**src/rtl/lbm_frame_reader_pkg.sv**
```systemverilog
// Shared GPIO link definitions for the host-side frame reader.
// Both ends of the GPIO link take the request-word layout from here.
package lbm_frame_reader_pkg;

  localparam int HOST_TX_BIT = 15;
  localparam int GPIO_IDX_W  = 15;
  localparam int SAMPLE_W    = 16;
  localparam int GPIO_W      = GPIO_IDX_W + 1;
  localparam int RECORD_W    = 3 * SAMPLE_W;

  localparam logic [1:0] ST_IDLE = 2'd0;
  localparam logic [1:0] ST_REQ  = 2'd1;
  localparam logic [1:0] ST_EMIT = 2'd2;
  localparam logic [1:0] ST_DONE = 2'd3;

  // Build a request word from the transmission flag and a pixel index.
  function automatic logic [GPIO_W-1:0] gpio_word(input logic tx,
                                                  input logic [GPIO_IDX_W-1:0] idx);
    return {tx, idx};
  endfunction

endpackage

```
**src/rtl/lbm_frame_reader.sv**
```systemverilog
// Host-side GPIO pixel readout initiator: sweeps the pixel index, waits a
// settle time, captures {rho, uy, ux} and emits one record per pixel.
module lbm_frame_reader
  import lbm_frame_reader_pkg::*;
#(
  parameter int NUM_PIXELS = 2500,
  parameter int IDX_W      = 15,
  parameter int SETTLE     = 3
) (
  input  logic                clk,
  input  logic                rst,
  input  logic                start,
  input  logic                abort,
  input  logic                sim_idle,
  input  logic [SAMPLE_W-1:0] gpio_ux,
  input  logic [SAMPLE_W-1:0] gpio_uy,
  input  logic [SAMPLE_W-1:0] gpio_rho,
  output logic [GPIO_W-1:0]   gpio_o,
  output logic                m_valid,
  input  logic                m_ready,
  output logic [RECORD_W-1:0] m_data,
  output logic [IDX_W-1:0]    m_idx,
  output logic                m_last,
  output logic                busy,
  output logic                done,
  output logic [15:0]         frame_count
);

  localparam int CNT_W = (SETTLE > 1) ? $clog2(SETTLE) : 1;
  localparam logic [CNT_W-1:0] CNT_LAST = CNT_W'(SETTLE - 1);
  localparam logic [IDX_W-1:0] IDX_LAST = IDX_W'(NUM_PIXELS - 1);

  logic [1:0]          state_q, state_d;
  logic [IDX_W-1:0]    idx_q, idx_d;
  logic [CNT_W-1:0]    cnt_q, cnt_d;
  logic [GPIO_W-1:0]   gpio_q, gpio_d;
  logic                m_valid_q, m_valid_d;
  logic [RECORD_W-1:0] m_data_q, m_data_d;
  logic [IDX_W-1:0]    m_idx_q, m_idx_d;
  logic                m_last_q, m_last_d;
  logic                done_q, done_d;
  logic [15:0]         frame_count_q, frame_count_d;

  // Next-state logic: abort overrides everything outside IDLE.
  always_comb begin
    state_d       = state_q;
    idx_d         = idx_q;
    cnt_d         = cnt_q;
    gpio_d        = gpio_q;
    m_valid_d     = m_valid_q;
    m_data_d      = m_data_q;
    m_idx_d       = m_idx_q;
    m_last_d      = m_last_q;
    done_d        = 1'b0;
    frame_count_d = frame_count_q;

    if (abort && state_q != ST_IDLE) begin
      state_d   = ST_IDLE;
      gpio_d    = '0;
      m_valid_d = 1'b0;
    end else begin
      case (state_q)
        ST_IDLE: begin
          if (start) begin
            state_d = ST_REQ;
            idx_d   = '0;
            cnt_d   = '0;
            gpio_d  = gpio_word(1'b1, '0);
          end
        end
        ST_REQ: begin
          // A low transmission bit marks a sim_idle gap; the settle count
          // only advances once the request has been re-presented.
          if (!sim_idle) begin
            gpio_d = gpio_word(1'b0, GPIO_IDX_W'(idx_q));
            cnt_d  = '0;
          end else if (!gpio_q[HOST_TX_BIT]) begin
            gpio_d = gpio_word(1'b1, GPIO_IDX_W'(idx_q));
            cnt_d  = '0;
          end else if (cnt_q == CNT_LAST) begin
            m_data_d  = {gpio_rho, gpio_uy, gpio_ux};
            m_idx_d   = idx_q;
            m_last_d  = (idx_q == IDX_LAST);
            m_valid_d = 1'b1;
            state_d   = ST_EMIT;
          end else begin
            cnt_d = cnt_q + 1'b1;
          end
        end
        ST_EMIT: begin
          if (m_valid_q && m_ready) begin
            m_valid_d = 1'b0;
            if (m_last_q) begin
              gpio_d  = '0;
              state_d = ST_DONE;
            end else begin
              idx_d   = idx_q + 1'b1;
              cnt_d   = '0;
              gpio_d  = gpio_word(1'b1, GPIO_IDX_W'(idx_q + 1'b1));
              state_d = ST_REQ;
            end
          end
        end
        ST_DONE: begin
          done_d        = 1'b1;
          frame_count_d = frame_count_q + 16'd1;
          state_d       = ST_IDLE;
        end
        default: state_d = ST_IDLE;
      endcase
    end
  end

  // State and output registers, cleared asynchronously by rst low.
  always_ff @(posedge clk or negedge rst) begin
    if (!rst) begin
      state_q       <= ST_IDLE;
      idx_q         <= '0;
      cnt_q         <= '0;
      gpio_q        <= '0;
      m_valid_q     <= 1'b0;
      m_data_q      <= '0;
      m_idx_q       <= '0;
      m_last_q      <= 1'b0;
      done_q        <= 1'b0;
      frame_count_q <= '0;
    end else begin
      state_q       <= state_d;
      idx_q         <= idx_d;
      cnt_q         <= cnt_d;
      gpio_q        <= gpio_d;
      m_valid_q     <= m_valid_d;
      m_data_q      <= m_data_d;
      m_idx_q       <= m_idx_d;
      m_last_q      <= m_last_d;
      done_q        <= done_d;
      frame_count_q <= frame_count_d;
    end
  end

  assign gpio_o      = gpio_q;
  assign m_valid     = m_valid_q;
  assign m_data      = m_data_q;
  assign m_idx       = m_idx_q;
  assign m_last      = m_last_q;
  assign busy        = (state_q != ST_IDLE);
  assign done        = done_q;
  assign frame_count = frame_count_q;

endmodule

```
**config.mk**
```make
export PLATFORM = sky130hd
export DESIGN_NAME = lbm_frame_reader
export DESIGN_NICKNAME = d
export VERILOG_FILES = /design/src/rtl/lbm_frame_reader_pkg.sv /design/src/rtl/lbm_frame_reader.sv
export SDC_FILE = /design/constraint.sdc
export NUM_CORES = 1
export LEC_CHECK = 0
export ABC_AREA = 1
export CAP_MARGIN = 30
export CORE_MARGIN = 5
export CORE_UTILIZATION = 30
export CTS_CLUSTER_SIZE = 12
export DETAILED_ROUTE_END_ITERATION = 10
export PLACE_DENSITY = 0.65
export SLEW_MARGIN = 40
export SYNTH_ARGS = -nofsm -noshare
export SYNTH_HDL_FRONTEND = slang
export SYNTH_SLANG_ARGS = --single-unit
```
**constraint.sdc**
```tcl
create_clock -name clk -period 1.6 [get_ports clk]
set_input_delay 0.32 -clock clk [delete_from_list [all_inputs] [get_ports clk]]
set_output_delay 0.32 -clock clk [all_outputs]
set_load 0.03 [all_outputs]
```
Yosys cells after proc, flatten, opt, wreduce, memory -nomap -nowiden
Cells that the tools add are included.

word-level totals
  register bits after elaboration = 117
  word-level logic and storage cells = 80
  bits of input ports = 54

cells by class
  eq/ne operators = 15
  multiplexer cells = 34
  bitwise logic cells = 1
  reductions and logical operators = 16
  add/sub/neg operators = 3

operators with widths
  cell                   number
  $mux 16                5
  $mux 15                4
  $pmux 16 s3            1
  $pmux 15 s2            1
  $mux 2                 13
  $reduce_and 5->1       4
  $add 16x1->16 const B  1
  $add 15x1->15 const B  1
  $eq 15x12->1 const B   1
  $ne 3x3->1 const B     5
  $ne 4x4->1 const B     2
  $pmux 2 s4             1
  $mux 1                 7
  $eq 2x2->1 const B     3
  $ne 2x2->1 const B     3
  $pmux 2 s3             1
  $reduce_and 6->1       1
  $reduce_bool 3->1      2
  $reduce_and 4->1       1
  $reduce_bool 2->1      2
  $reduce_bool 4->1      1
  $reduce_and 3->1       1
  $add 2x1->2 const B    1
  $eq 2x1->1 const B     1
  other kinds (5)        6

Depth between registers and ports, before layout
  word-level depth = 6
  gate-level depth with buffers = 12
  depth with buffers taken out = 12

Least setup slack after synthesis
OpenSTA, ideal clock, no wires.

  path type = reg-to-reg
  start point = reg state_q[0]
  end point = reg gpio_q[1] (netlist: gpio_o[1])
  data required time = 1.483 ns
  period minus slack after synthesis = 1.747 ns
  path slack = -0.147 ns
  arrival = 1.630 ns
  stages on the path, launching flop included = 12
  path through = dfrtp_1 > inv_1 > ha_1 > inv_2 > nand2_4 > nand3_4 > nand2_4 > inv_2 > nand3_4 > buf_2 > nand2_1 > nand2_1

between the ends
  word-level cells in the longest chain between the ends = 4

ends and longest elaborated chain
  what                                                       line                     source
  start: declaration                                         lbm_frame_reader.sv:33   logic [1:0] state_q, state_d;
  start signal: assignment                                   lbm_frame_reader.sv:128  state_q <= state_d;
  $reduce_bool 2->1 (*)                                      n/a
  named net busy                                             lbm_frame_reader.sv:24   output logic busy,
  $logic_and 1x1->1 (*)                                      lbm_frame_reader.sv:57   if (abort && state_q != ST_IDLE) begin
  $ne 4x4->1 (no source line), or another cell as far along  n/a
  $reduce_and 4->1 (no source line)                          n/a
  end signal: assignment                                     lbm_frame_reader.sv:131  gpio_q <= gpio_d;
  end: declaration                                           lbm_frame_reader.sv:36   logic [GPIO_W-1:0] gpio_q, gpio_d;

The timed path passes the listed nets; every way through them passes the cells marked *.
A chain may end at the register's enable or synchronous reset.

Final worst setup path
  start point = reg state_q[1]
  end point = reg m_last_q (netlist: m_last)

between the ends
  word-level cells in the longest chain between the ends = 4

ends and longest elaborated chain
  what                                   line                     source
  $reduce_bool 2->1                      lbm_frame_reader.sv:57
  $logic_and 1x1->1                      lbm_frame_reader.sv:57
  $not 1->1 (no source line)             n/a
  $reduce_and 5->1 (no source line) (*)  n/a
  end signal: assignment                 lbm_frame_reader.sv:135  m_last_q <= m_last_d;
  end: declaration                       lbm_frame_reader.sv:40   logic m_last_q, m_last_d;

Mark *: on every way between the ends. The rest lies on a longest branch, timed or not.

==> impl_metrics.json <==
{
  "clk_latency_ns": 0.41,
  "p_int_uw": 7893,
  "ant_nets": 0,
  "critical_path_required_ns": 1.90,
  "vias_per_cell": 4.581,
  "ioPinCount": 153,
  "synth_edf_count": 0,
  "combPwrFrac_pct": 36.4,
  "cts-root-buf": "clkbuf_16",
  "max_cap_viol_count": 0,
  "startpoint_type": "register",
  "track_usage_pct": 15.46,
  "cp-endpoint": "m_last$_DFFE_PN0P_",
  "rsz0062_at_grt": "yes",
  "setup-tns-final_ns": -6.092,
  "yosysTopAreaCell": "dfrtp_1",
  "p_per_area_nw_per_um2": 1252,
  "vdd_ir_drop_max_mv": 0.8979,
  "p_sw_uw": 3875,
  "setup_slack_ns": -0.1012,
  "grt_use_met1_pct": 21.16,
  "r2r_end": "m_last$_DFFE_PN0P_",
  "slew_headroom_pct": 66.06,
  "num_antenna_cells": 0,
  "clock_skew_ns": 0.005922,
  "dieArea_um2": 20990,
  "outcome": "finished with violations",
  "dr.first_iter.drc_count": 233,
  "grt_busiest_layer": "met2",
  "cts_buffers": 17,
  "yosys.area.top_type_share_pct": 53.65,
  "slew_viol_final": 0,
  "placeableCoreArea_um2": 17960,
  "htreeDepth": 4,
  "slowest_stage": "dfrtp_1",
  "firstDrtPassIters": 5,
  "ff2ff_path_depth": 10,
  "yosys_warnings": 0,
  "rows": 49,
  "gp_congestion": 0.8350,
  "avgRoutedWirePerCell_um": 15.93,
  "finalSetupViolations": 104,
  "clock_power_share_pct": 35.1,
  "post-route-period-util_pct": 106.3,
  "synth_cells": 645,
  "vias": 5145,
  "crit_fanout": 6,
  "crit_type": "reg2reg",
  "grt_pass1_vias": 4766,
  "clk_pin_slew_ns": 0.06,
  "crit_start": "state_q[1]$_DFFE_PN0P_",
  "grt-ovfl-total": 0,
  "grtUsageMet2_pct": 22.77,
  "cp-end-kind": "register",
  "grt_max_degree": 46,
  "syn-num-nets": 707,
  "dp_cells": 1050,
  "fp.dieW_um": 144.9,
  "cts_sinks": 117,
  "ys_seq_area_share_pct": 53.65,
  "place_hpwl_mm": 10.93,
  "hold_viol_final": 0,
  "ys_types": 34,
  "ff2ff_setup_slack_ns": -0.10,
  "switching_share_pct": 32.93,
  "remaining_drc_errors": 0,
  "async_flop_share_pct": 100.0,
  "period_minus_slack_ns": 1.701,
  "hold_class": "in2async",
  "netlist_area_um2": 5458,
  "drive_above_1_share_pct": 32.10,
  "pwr-share-seq_pct": 28.4,
  "cts_tree": "built",
  "syn_area_per_cell_um2": 8.462,
  "ys.flop_type": "dfrtp_1",
  "worst_hold_slack_ns": 0.3380,
  "die_h_um": 144.9,
  "max_stage_delay_ns": 0.39,
  "portBuffers": 152,
  "synth-seq-cells": 117,
  "leakage_uw": 0.004908,
  "synthToLayoutAreaGrowth_pct": 72.21,
  "place_area_um2": 7604,
  "fmaxAchievable_ghz": 0.5878,
  "fin_util_pct": 52.32,
  "yosys-top-cells-area": "dfrtp_1 54%, nand2_1 21%, inv_1 2.7%, nand3_1 2.7%, o21ai_0 2.7%",
  "grt_pass1_wl_mm": 25.00,
  "synth_commonest_cells": "301 x nand2_1, 117 x dfrtp_1, 39 x inv_1, 29 x nand3_1, 29 x o21ai_0",
  "crit_arrival_ns": 2.00,
  "synth_most_common_cell": "nand2_1",
  "violations": "negative setup slack",
  "antenna_found_initial": 0,
  "layoutNonFillerInstCount": 1123,
  "use_met3_pct": 5.159,
  "start_util_pct": 30.38,
  "finalInstanceArea_um2": 9399,
  "worstReg2RegStart": "state_q[1]$_DFFE_PN0P_",
  "clock_path_buffers": 2,
  "cp_cell_sequence": "inv_2, buf_6, ha_4, nand2_4, nor2_4, nand2_8, buf_12, clkbuf_16, nand2_2, o21ai_2",
  "tightest_slew_ns": 0.5053,
  "drt_wl_total_mm": 17.89,
  "final_nets": 944
}
-- placed cells by master (no fill, tap or decap), types with 6 or more instances in the layout --
master / synthesis / layout
clkbuf_16: 0 / 26
inv_2: 5 / 6
buf_4: 2 / 40
nand2_4: 4 / 28
xor2_1: 13 / 12
nand4_1: 11 / 11
nand3_1: 29 / 27
inv_1: 39 / 34
nor2_1: 19 / 17
clkdlybuf4s50_1: 0 / 52
nor2_4: 2 / 8
buf_6: 3 / 14
nand2_1: 301 / 204
o22ai_2: 8 / 8
clkdlybuf4s15_1: 0 / 14
buf_12: 0 / 16
dfrtp_1: 117 / 116
dlygate4sd2_1: 0 / 77
nand2_2: 4 / 74
o21ai_1: 4 / 16
o21ai_0: 29 / 7
o21ai_2: 1 / 11
-- worst min path at each step --
stage               startpoint                endpoint  slack [ns]  depth (start not counted)
floorplan                  rst    cnt_q[0]$_DFFE_PN0P_        0.02                          0
global placement           rst  m_data[26]$_DFFE_PN0P_        0.23                          1
detailed placement         rst  m_data[32]$_DFFE_PN0P_        0.24                          1
CTS                        rst  m_data[34]$_DFFE_PN0P_        0.33                          2
global route               rst  m_data[32]$_DFFE_PN0P_        0.37                          2
finish                     rst  m_data[26]$_DFFE_PN0P_        0.34                          2
-- final cells by class --
| type | instances | area [µm²] |
|---|---|---|
| repair buffers | 236 | 2492 |
| fillers | 1668 | 8564 |
| clock inverters | 9 | 147.6 |
| flip-flops and latches | 117 | 2929 |
| well taps | 229 | 286.5 |
| inverters | 44 | 187.7 |
| multi-input cells | 466 | 2861 |
| clock buffers | 22 | 494.2 |
-- worst max-delay path, delay by kind of cell, from the launching register on --
family                     cells  cell delay (ns)
DFF                            1             0.39
buffers and inverters          4             0.52
and+or+nand+nor                4             0.46
adders and majority gates      1             0.15
AOI/OAI and AO/OA              1             0.05
-- registers in the layout (all words and copies together), names as in the netlist --
register,cells
m_last,1
m_idx,15
state_q,2
gpio_o,16
frame_count,16
m_data,48
cnt_q,2
idx_q,15
done,1
m_valid,1
-- power groups by stage --
stage,logic (µW),registers (µW),clock network (µW)
5_1_grt,4600,3370,4390
3_3_place_gp,3090,3380,0
6_report,4290,3350,4130
2_1_floorplan,1440,3710,0
3_5_place_dp,3100,3380,0
4_1_cts,3850,3320,4230
-- logic make-up (layout without fill, tap and decap cells) --
family | count (synthesis) | count (layout) | share of synthesized area, %
simple gates | 387 | 389 | 30.28
fa+ha+maj | 8 | 8 | 1.834
compound gates | 52 | 52 | 6.190
buf+inv | 64 | 311 | 5.319
xor+xnor | 17 | 17 | 2.728
flops | 117 | 117 | 53.65
-- routing by layer --
metal | vias up | wire [µm]
met5 | - | 0
met4 | 0 | 299
met3 | 22 | 1206
met2 | 164 | 8523
met1 | 2423 | 7859
li1 | 2536 | -
-- through the flow --
step	power, µW	setup slack (ns)
finish	11770	-0.1012
global route	12360	-0.2183
CTS	11400	-0.09256
detailed placement	6483	-0.5607
global placement	6467	-0.5141
floorplan	5147	-0.002230
-- repair_timing --
item                       4_1_cts  5_1_grt
setup endpoints to repair      205      121
pin swaps                       18       57
hold endpoints to repair        16        0
gates resized for setup        147      208
hold buffers                     1        0
setup buffers                   15       11
gates cloned                     3       15
Power figures use the tool's default switching activity.
